===== config.mk =====
export PLATFORM = sky130hd
export DESIGN_NAME = mega_ram_dma_flat
export DESIGN_NICKNAME = d
export VERILOG_FILES = /design/src/rtl/mega_ram_dma_pkg.sv /design/src/rtl/mega_ram_dma_if.sv /design/src/rtl/mega_ram_dma.sv /design/src/flat_wrapper.sv
export SDC_FILE = /design/constraint.sdc
export NUM_CORES = 1
export LEC_CHECK = 0
export ABC_AREA = 0
export CAP_MARGIN = 20
export CELL_PAD_IN_SITES_DETAIL_PLACEMENT = 1
export CELL_PAD_IN_SITES_GLOBAL_PLACEMENT = 1
export CORE_MARGIN = 5
export CORE_UTILIZATION = 35
export CTS_CLUSTER_SIZE = 10
export DETAILED_ROUTE_END_ITERATION = 7
export PLACE_DENSITY = 0.8
export SLEW_MARGIN = 20
export SYNTH_ARGS = -nofsm -noshare
export SYNTH_HDL_FRONTEND = slang
export SYNTH_SLANG_ARGS = --single-unit

===== constraint.sdc =====
create_clock -name clk -period 3.9 [get_ports clk]
set_clock_uncertainty 0.05 [all_clocks]
set_input_delay 0.78 -clock clk [delete_from_list [all_inputs] [get_ports clk]]
set_output_delay 0.78 -clock clk [all_outputs]
set_load 0.02 [all_outputs]

===== src/rtl/mega_ram_dma_pkg.sv =====
// rtl/mega_ram_dma_pkg.sv - shared widths, FSM states and mode constants for the RAM DMA
// Purpose: single home for the default bus widths, the controller state encoding and the
//          copy/fill mode values used by the interface, the DMA core and the bench.
// Ports:   none (package).
package mega_ram_dma_pkg;

   localparam int ADDR_W = 13;
   localparam int DATA_W = 8;
   localparam int LEN_W  = ADDR_W + 1;

   localparam logic MODE_COPY = 1'b0;
   localparam logic MODE_FILL = 1'b1;

   typedef enum logic [2:0] {
      S_IDLE = 3'd0,
      S_ARB  = 3'd1,
      S_RD_A = 3'd2,
      S_RD_D = 3'd3,
      S_WR   = 3'd4,
      S_FIN  = 3'd5
   } state_e;

   // Where a byte transfer starts: copy reads first, fill goes straight to the write.
   function automatic state_e first_access(input logic mode);
      return (mode == MODE_COPY) ? S_RD_A : S_WR;
   endfunction

endpackage


===== src/rtl/mega_ram_dma_if.sv =====
// rtl/mega_ram_dma_if.sv - arbiter handshake plus mega_ram port bundle
// Purpose: groups the bus request/grant pair and the mega_ram pins between the DMA
//          (master) and the arbiter/RAM side (slave).
// Signals: bus_req/bus_gnt arbiter handshake; ram_cs/ram_we/ram_re strobes;
//          ram_a address; ram_wdata to RAM d_in; ram_rdata from RAM d_out.
interface mega_ram_dma_if
   import mega_ram_dma_pkg::*;
#(
   parameter int AW = ADDR_W,
   parameter int DW = DATA_W
) ();

   logic          bus_req;
   logic          bus_gnt;
   logic          ram_cs;
   logic          ram_we;
   logic          ram_re;
   logic [AW-1:0] ram_a;
   logic [DW-1:0] ram_wdata;
   logic [DW-1:0] ram_rdata;

   modport master (
      output bus_req, ram_cs, ram_we, ram_re, ram_a, ram_wdata,
      input  bus_gnt, ram_rdata
   );

   modport slave (
      input  bus_req, ram_cs, ram_we, ram_re, ram_a, ram_wdata,
      output bus_gnt, ram_rdata
   );

endinterface


===== src/rtl/mega_ram_dma.sv =====
// rtl/mega_ram_dma.sv - block copy / block fill bus initiator for the mega_ram port
// Purpose: requests the data-RAM bus and copies (RAM->RAM) or fills a block of bytes at
//          ascending, wrapping addresses, honouring the RAM's 1-cycle read latency.
// Ports:   clk, rst (sync, active-high)
//          start_i/abort_i command strobes, mode_i (0 copy, 1 fill), src_i/dst_i bases,
//          len_i byte count, fill_data_i fill value (all sampled at an accepted start)
//          busy_o, done_o (1-cycle pulse), aborted_o (sticky until next start)
//          bus: mega_ram_dma_if.master (arbiter handshake and RAM pins)
module mega_ram_dma
   import mega_ram_dma_pkg::*;
#(
   parameter int ADDR_BUS_WIDTH = ADDR_W,
   parameter int DATA_BUS_WIDTH = DATA_W,
   parameter int LEN_WIDTH      = LEN_W
) (
   input  logic                      clk,
   input  logic                      rst,
   input  logic                      start_i,
   input  logic                      abort_i,
   input  logic                      mode_i,
   input  logic [ADDR_BUS_WIDTH-1:0] src_i,
   input  logic [ADDR_BUS_WIDTH-1:0] dst_i,
   input  logic [LEN_WIDTH-1:0]      len_i,
   input  logic [DATA_BUS_WIDTH-1:0] fill_data_i,
   output logic                      busy_o,
   output logic                      done_o,
   output logic                      aborted_o,
   mega_ram_dma_if.master            bus
);

   state_e                    state_q,   state_d;
   state_e                    resume_q,  resume_d;
   logic                      mode_q,    mode_d;
   logic [ADDR_BUS_WIDTH-1:0] src_q,     src_d;
   logic [ADDR_BUS_WIDTH-1:0] dst_q,     dst_d;
   logic [LEN_WIDTH-1:0]      rem_q,     rem_d;
   logic [DATA_BUS_WIDTH-1:0] fill_q,    fill_d;
   logic [DATA_BUS_WIDTH-1:0] hold_q,    hold_d;
   logic [DATA_BUS_WIDTH-1:0] wdata_q,   wdata_d;
   logic                      aborted_q, aborted_d;

   logic                      active;
   logic [DATA_BUS_WIDTH-1:0] wr_val;

   assign active = (state_q == S_ARB) || (state_q == S_RD_A) ||
                   (state_q == S_RD_D) || (state_q == S_WR);
   assign wr_val = (mode_q == MODE_FILL) ? fill_q : hold_q;

   always_comb begin
      state_d   = state_q;
      resume_d  = resume_q;
      mode_d    = mode_q;
      src_d     = src_q;
      dst_d     = dst_q;
      rem_d     = rem_q;
      fill_d    = fill_q;
      hold_d    = hold_q;
      wdata_d   = wdata_q;
      aborted_d = aborted_q;

      case (state_q)
         S_IDLE: begin
            if (start_i) begin
               mode_d    = mode_i;
               src_d     = src_i;
               dst_d     = dst_i;
               rem_d     = len_i;
               fill_d    = fill_data_i;
               aborted_d = 1'b0;
               resume_d  = first_access(mode_i);
               state_d   = (len_i == '0) ? S_FIN : S_ARB;
            end
         end
         S_ARB: begin
            if (bus.bus_gnt) state_d = resume_q;
         end
         S_RD_A, S_RD_D: begin
            // A lost grant mid-read restarts the byte: the read data pipe is not trusted.
            if (!bus.bus_gnt) begin
               state_d  = S_ARB;
               resume_d = S_RD_A;
            end else if (state_q == S_RD_A) begin
               state_d = S_RD_D;
            end else begin
               hold_d  = bus.ram_rdata;
               state_d = S_WR;
            end
         end
         S_WR: begin
            if (!bus.bus_gnt) begin
               state_d  = S_ARB;
               resume_d = S_WR;
            end else begin
               wdata_d = wr_val;
               src_d   = src_q + ADDR_BUS_WIDTH'(1);
               dst_d   = dst_q + ADDR_BUS_WIDTH'(1);
               rem_d   = rem_q - LEN_WIDTH'(1);
               state_d = (rem_q == LEN_WIDTH'(1)) ? S_FIN : first_access(mode_q);
            end
         end
         S_FIN:   state_d = S_IDLE;
         default: state_d = S_IDLE;
      endcase

      // Abort overrides the transfer but not the RAM strobes of this cycle,
      // so a write already on the bus still lands.
      if (abort_i && active) begin
         state_d   = S_FIN;
         aborted_d = 1'b1;
      end
   end

   always_ff @(posedge clk) begin
      if (rst) begin
         state_q   <= S_IDLE;
         resume_q  <= S_RD_A;
         mode_q    <= MODE_COPY;
         src_q     <= '0;
         dst_q     <= '0;
         rem_q     <= '0;
         fill_q    <= '0;
         hold_q    <= '0;
         wdata_q   <= '0;
         aborted_q <= 1'b0;
      end else begin
         state_q   <= state_d;
         resume_q  <= resume_d;
         mode_q    <= mode_d;
         src_q     <= src_d;
         dst_q     <= dst_d;
         rem_q     <= rem_d;
         fill_q    <= fill_d;
         hold_q    <= hold_d;
         wdata_q   <= wdata_d;
         aborted_q <= aborted_d;
      end
   end

   // RAM strobes are gated by the live grant so a dropped grant has no RAM effect.
   // cs&re stay up through RD_D because mega_ram only drives d_out while cs&re.
   assign bus.bus_req   = active;
   assign bus.ram_cs    = bus.bus_gnt && ((state_q == S_RD_A) || (state_q == S_RD_D) ||
                                          (state_q == S_WR));
   assign bus.ram_re    = bus.bus_gnt && ((state_q == S_RD_A) || (state_q == S_RD_D));
   assign bus.ram_we    = bus.bus_gnt && (state_q == S_WR);
   assign bus.ram_a     = ((state_q == S_RD_A) || (state_q == S_RD_D)) ? src_q :
                          (state_q == S_WR) ? dst_q : '0;
   assign bus.ram_wdata = bus.ram_we ? wr_val : wdata_q;

   assign busy_o    = active;
   assign done_o    = (state_q == S_FIN);
   assign aborted_o = aborted_q;

endmodule

===== src/flat_wrapper.sv =====
// flat-port wrapper written by rule: the top's interface ports become plain ports
module mega_ram_dma_flat import mega_ram_dma_pkg::*;
#(
   parameter int ADDR_BUS_WIDTH = ADDR_W,
   parameter int DATA_BUS_WIDTH = DATA_W,
   parameter int LEN_WIDTH      = LEN_W
)
  (clk, rst, start_i, abort_i, mode_i, src_i, dst_i, len_i, fill_data_i, busy_o, done_o, aborted_o, bus_bus_req, bus_ram_cs, bus_ram_we, bus_ram_re, bus_ram_a, bus_ram_wdata, bus_bus_gnt, bus_ram_rdata);
  mega_ram_dma_if bus_i ();
  input  logic clk;
  input  logic rst;
  input  logic start_i;
  input  logic abort_i;
  input  logic mode_i;
  input  logic [ADDR_BUS_WIDTH-1:0] src_i;
  input  logic [ADDR_BUS_WIDTH-1:0] dst_i;
  input  logic [LEN_WIDTH-1:0] len_i;
  input  logic [DATA_BUS_WIDTH-1:0] fill_data_i;
  output logic busy_o;
  output logic done_o;
  output logic aborted_o;
  output wire logic [$bits(bus_i.bus_req)-1:0] bus_bus_req;
  output wire logic [$bits(bus_i.ram_cs)-1:0] bus_ram_cs;
  output wire logic [$bits(bus_i.ram_we)-1:0] bus_ram_we;
  output wire logic [$bits(bus_i.ram_re)-1:0] bus_ram_re;
  output wire logic [$bits(bus_i.ram_a)-1:0] bus_ram_a;
  output wire logic [$bits(bus_i.ram_wdata)-1:0] bus_ram_wdata;
  input wire logic [$bits(bus_i.bus_gnt)-1:0] bus_bus_gnt;
  input wire logic [$bits(bus_i.ram_rdata)-1:0] bus_ram_rdata;
  assign bus_bus_req = bus_i.bus_req;
  assign bus_ram_cs = bus_i.ram_cs;
  assign bus_ram_we = bus_i.ram_we;
  assign bus_ram_re = bus_i.ram_re;
  assign bus_ram_a = bus_i.ram_a;
  assign bus_ram_wdata = bus_i.ram_wdata;
  assign bus_i.bus_gnt = bus_bus_gnt;
  assign bus_i.ram_rdata = bus_ram_rdata;
  mega_ram_dma #(.ADDR_BUS_WIDTH(ADDR_BUS_WIDTH), .DATA_BUS_WIDTH(DATA_BUS_WIDTH), .LEN_WIDTH(LEN_WIDTH)) u_core (.clk(clk), .rst(rst), .start_i(start_i), .abort_i(abort_i), .mode_i(mode_i), .src_i(src_i), .dst_i(dst_i), .len_i(len_i), .fill_data_i(fill_data_i), .busy_o(busy_o), .done_o(done_o), .aborted_o(aborted_o), .bus(bus_i));
endmodule

======== Word-level counts from Yosys, hierarchy flattened ========
Cells that the tools add are included.
storage, ports and cells
  register bits ........................... 72
  word-level logic and storage cells ...... 84
operators by class
  $add $sub $neg .......................... 3
  reductions and logical operators ........ 25
  multiplexer cells ....................... 31
  eq/ne operators ......................... 13
  bitwise operators ....................... 1
operators by type and width
  cell                                                                  count
  13-bit 2-to-1 mux                                                     6
  13-bit case mux with 2 select lines                                   2
  3-bit 2-to-1 mux                                                      13
  14-bit 2-to-1 mux                                                     2
  14-bit case mux with 2 select lines                                   1
  13-bit by 1-bit adder with 13-bit output, second input constant       2
  8-bit 2-to-1 mux                                                      2
  14-bit by 1-bit == test with 1-bit output, second input constant      1
  14-bit logical NOT                                                    1
  14-bit by 1-bit subtractor with 14-bit output, second input constant  1
  3-bit case mux with 4 select lines                                    1
  2-bit != test, second input constant                                  5
  2-bit AND reduction                                                   5
  3-bit case mux with 3 select lines                                    1
  3-bit by 2-bit == test with 1-bit output, second input constant       2
  3-bit == test, second input constant                                  2
  3-bit AND reduction                                                   2
  2-bit nonzero test                                                    3
  1-bit logical OR                                                      5
  1-bit logical AND                                                     4
  4-bit AND reduction                                                   1
  2-bit OR reduction                                                    2
  3-bit by 1-bit == test with 1-bit output, second input constant       1
  3-bit logical NOT                                                     1
  other kinds (5)                                                       7

======== Longest topological paths before layout ========
  word-level depth ........................ 7
  mapped depth ............................ 7
  depth with buffers taken out ............ 6

======== Worst setup path after synthesis ========
OpenSTA, ideal clock, no wires.
  kind .................................... input -> output
  start ................................... input bus_bus_gnt
  end ..................................... output bus_ram_wdata[0]
  data arrival time ....................... 1.694 ns
  path buffers ............................ 2
  slack ................................... 1.376 ns
  stages on the path ...................... 5
  data required time ...................... 3.070 ns
  cells stage by stage .................... buf_2 nand2_1 inv_2 buf_2 a21oi_1
between the ends
  longest elaborated chain between the ends .. 2
RTL lines
  what                  line                 source
  start, declared       flat_wrapper.sv:28   input wire logic [$bits(bus_i.bus_gnt)-1:0] bus_bus_gnt;
  1-bit logical AND     mega_ram_dma.sv:145  assign bus.ram_we = bus.bus_gnt && (state_q == S_WR);
  named net bus_ram_we  flat_wrapper.sv:24   output wire logic [$bits(bus_i.ram_we)-1:0] bus_ram_we;
  8-bit 2-to-1 mux      mega_ram_dma.sv:148  assign bus.ram_wdata = bus.ram_we ? wr_val : wdata_q;
  end, declared         flat_wrapper.sv:27   output wire logic [$bits(bus_i.ram_wdata)-1:0] bus_ram_wdata;
The timed path passes the listed nets, and every way through them passes these cells.

======== Worst setup path after layout ========
  start ................................... input bus_bus_gnt
  end ..................................... output bus_ram_wdata[6]
between the ends
  longest elaborated chain between the ends .. 2
RTL lines
  what               line
  1-bit logical AND  mega_ram_dma.sv:145
  8-bit 2-to-1 mux   mega_ram_dma.sv:148
No other way between the ends.

==> metrics.txt <==
status=completed; Power Internal=1.71 mW; crit-path cells=clkdlybuf4s50_1, nand2_1, inv_2, nor2_1, a21oi_1, clkdlybuf4s50_1; commonest non-fill, non-tap cell in the layout=clkdlybuf4s50_1; total iterations of the first detailed-routing run=4; Post-synth top flop=dfxtp_1; Final Hold Viols=0; Slew @ Worst Pin=0.812 ns; worst flop-to-flop path endpoint=u_core.dst_q[9]; area grow syn2layout=29.1%; CP max stage delay=0.65 ns; layout cells sized above 1=0.0712; initial antenna violation count=0; Critical Path RT=3.07 ns; H-tree depth=3; clock period minus worst slack=3.41 ns; Util after Layout=0.457; Setup crit start=bus_bus_gnt; Final Net Count=679; final setup violation count=0; most frequent cells in the layout=clkdlybuf4s50_1, dfxtp_1, a21oi_1; met3 WL=831 um; Crit path top cell by count=clkdlybuf4s50_1; gr usage total=0.200; Cell Rows=40; GRT overflow=0; vias per inst=5.83; Die X=120 um; Mapped Area=4220 um2; complex-gate fraction of the synthesized area=0.262; worst skew pair latency=0.33 ns; Via Count=4,463; Core Region=11,900 um2; routed wire length=14.3 mm; register area share after synthesis=0.337; GPL Wtd Cong=0.864; Slew Viols, Final=0; Longest Clk Path Bufs=2; worst hold slack=0.404 ns; worst setup path end=bus_ram_wdata[6]; Worst-path clk slew=0.06 ns; Synth Register Bits=71; post-DP HPWL=10.2 mm; first-pass GRT wire length=23.8 mm; cells after synthesis=546; Psw=1.05 mW; post-synth cell types=67; TritonCTS sink count=71; Synth Area in Adders=0.0119; sw frac=0.382; Post-Synth Simple-Gate Area=0.285; DRT antenna net count=0; IO Count=90; R2R Setup Slk=1.39 ns; RSZ-0062 raised after global routing=false; Hold Crit Class=flip-flop to flip-flop; critical path class=input pin to primary output; R2R Path Start=u_core.state_q[2]; post-CTS setup buffer count=0; DR WL met2=7.00 mm; Synth Net Count=612; Synth async-reset ratio=0; DRC Markers=0; pin count of the biggest net entering global routing=47; final setup margin=0.493 ns; main combinational cell family by area after synthesis=simple AND/OR/NAND/NOR gates; Syn Area/Cell=7.72 um2; Root Buffer=clkbuf_16; Port Buf Inserts=89; Max Fclk=294 MHz; Clock power frac=0.286; Num CTS Buffers=9; TritonCTS clock tree=yes; Max Cap Viol=0; Die H=120 um; CP max-delay cell=clkdlybuf4s50_1; Wirelength per Cell=18.7 um; Reg2Reg Depth=5; Sequential Power Share=0.359; Detailed Route Iter0 Violations=351; Ant. Diodes=0; pre-CTS setup slack=0.489 ns; Ys Warns=0; hold bufs inserted after CTS=0; Met1 Routed Length=6.19 mm; Resized cells post-CTS=0; vias in the first global route=4,641; Starting Density=0.354; Pleak=1.86 nW; die area=14,300 um2; Post-Synth XOR/XNOR Area=0.00208; mux contribution to synthesized area=0.0365; Placed Cells=749; Max Used Layer=met4; setup tns final=0 ns; Slew HR=0.459; EDFF count, synth=0; Final period util=0.873; fin cells=765; nature of the critical path endpoint=primary output; part of the power in combinational logic=0.355; Hold Crit Depth=2; Pwr per Cell Area=507 nW/um2; critical path arrival=2.58 ns; VDD IR-drop max=0.000239 V; CP Launch Type=input pin; crit path max fanout=19
## synthesized netlist by cell type, types with 4 or more instances
cell type	n	area, um2
o21ai_1	11	55.1
mux2i_1	12	120
nor3_1	14	70.1
o31a_1	4	35.0
buf_4	4	30.0
a21boi_0	5	37.5
and3_1	7	43.8
or3_1	6	37.5
nand2b_1	9	56.3
clkbuf_1	22	82.6
o32ai_1	7	61.3
dfxtp_1	71	1420
nor3b_1	4	30.0
a21oi_1	66	330
o21ai_0	22	110
nor4_1	10	62.6
nand4_1	17	106
nand2_1	62	233
o22ai_1	7	43.8
a211oi_1	7	52.6
nand3_1	18	90.1
a31oi_1	9	56.3
ha_1	4	50.1
buf_2	15	75.1
and2_0	6	37.5
a22o_1	9	78.8
nor2_1	29	109
a311oi_1	5	43.8
inv_1	12	45.0
nor2b_1	13	81.3
## stage by stage
step	area, um2	power [mW]
after floorplan	4220	1.64
after global placement	5160	1.94
after detailed placement	5160	1.98
after CTS	5440	2.78
after global routing	5440	2.93
final	5440	2.76
## power by group through the flow
| stage | Sequential, mW | Combinational [mW] | Clock, mW |
|---|---|---|---|
| after floorplan | 0.940 | 0.700 | 0 |
| after global placement | 0.993 | 0.944 | 0 |
| after detailed placement | 1.00 | 0.976 | 0 |
| after CTS | 0.987 | 0.985 | 0.807 |
| after global routing | 1.01 | 1.08 | 0.844 |
| final | 0.990 | 0.982 | 0.790 |
## how the worst min path moves through the flow
stage,startpoint,endpoint
floorplan,u_core.hold_q[0],u_core.hold_q[0]
global placement,u_core.hold_q[0],u_core.hold_q[0]
detailed placement,u_core.hold_q[6],u_core.hold_q[6]
CTS,u_core.hold_q[6],u_core.hold_q[6]
global route,u_core.hold_q[0],u_core.hold_q[0]
finish,u_core.hold_q[5],u_core.hold_q[5]
## flip-flops by register name, indices dropped and copies added (netlist names)
| name | count |
|---|---|
| u_core.rem_q | 14 |
| u_core.src_q | 13 |
| u_core.state_q | 3 |
| u_core.dst_q | 13 |
| u_core.wdata_q | 8 |
| u_core.mode_q | 1 |
| u_core.fill_q | 8 |
| u_core.aborted_o | 1 |
| u_core.resume_q | 2 |
| u_core.hold_q | 8 |
## routing by layer
metal	up-vias	GRT usage
li1	2144	-
met1	2188	0.250
met2	112	0.339
met3	19	0.0509
met4	0	0.0580
met5	-	0
## critical path, delay by kind of cell
kind,cells,cell delay [ns]
buffers and inverters,3,1.44
and+or+nand+nor,2,0.18
AOI/OAI and AO/OA,1,0.18
## cell families after synthesis
| logic type | Yosys count |
|---|---|
| compound gates | 176 |
| mux | 15 |
| xor+xnor | 1 |
| buf+inv | 58 |
| fa+ha+maj | 4 |
| simple gates | 221 |
| flops | 71 |
## layout make-up
cell class / count / area, um2
Sequential cell: 71 / 1420
Tap cell: 147 / 184
Clock inverter: 6 / 46.3
Timing Repair Buffer: 101 / 976
Clock buffer: 10 / 239
Multi-Input combinational cell: 417 / 2530
Fill cell: 1450 / 6470
Inverter: 13 / 48.8
No activity file was read; power rests on OpenSTA's default activity.
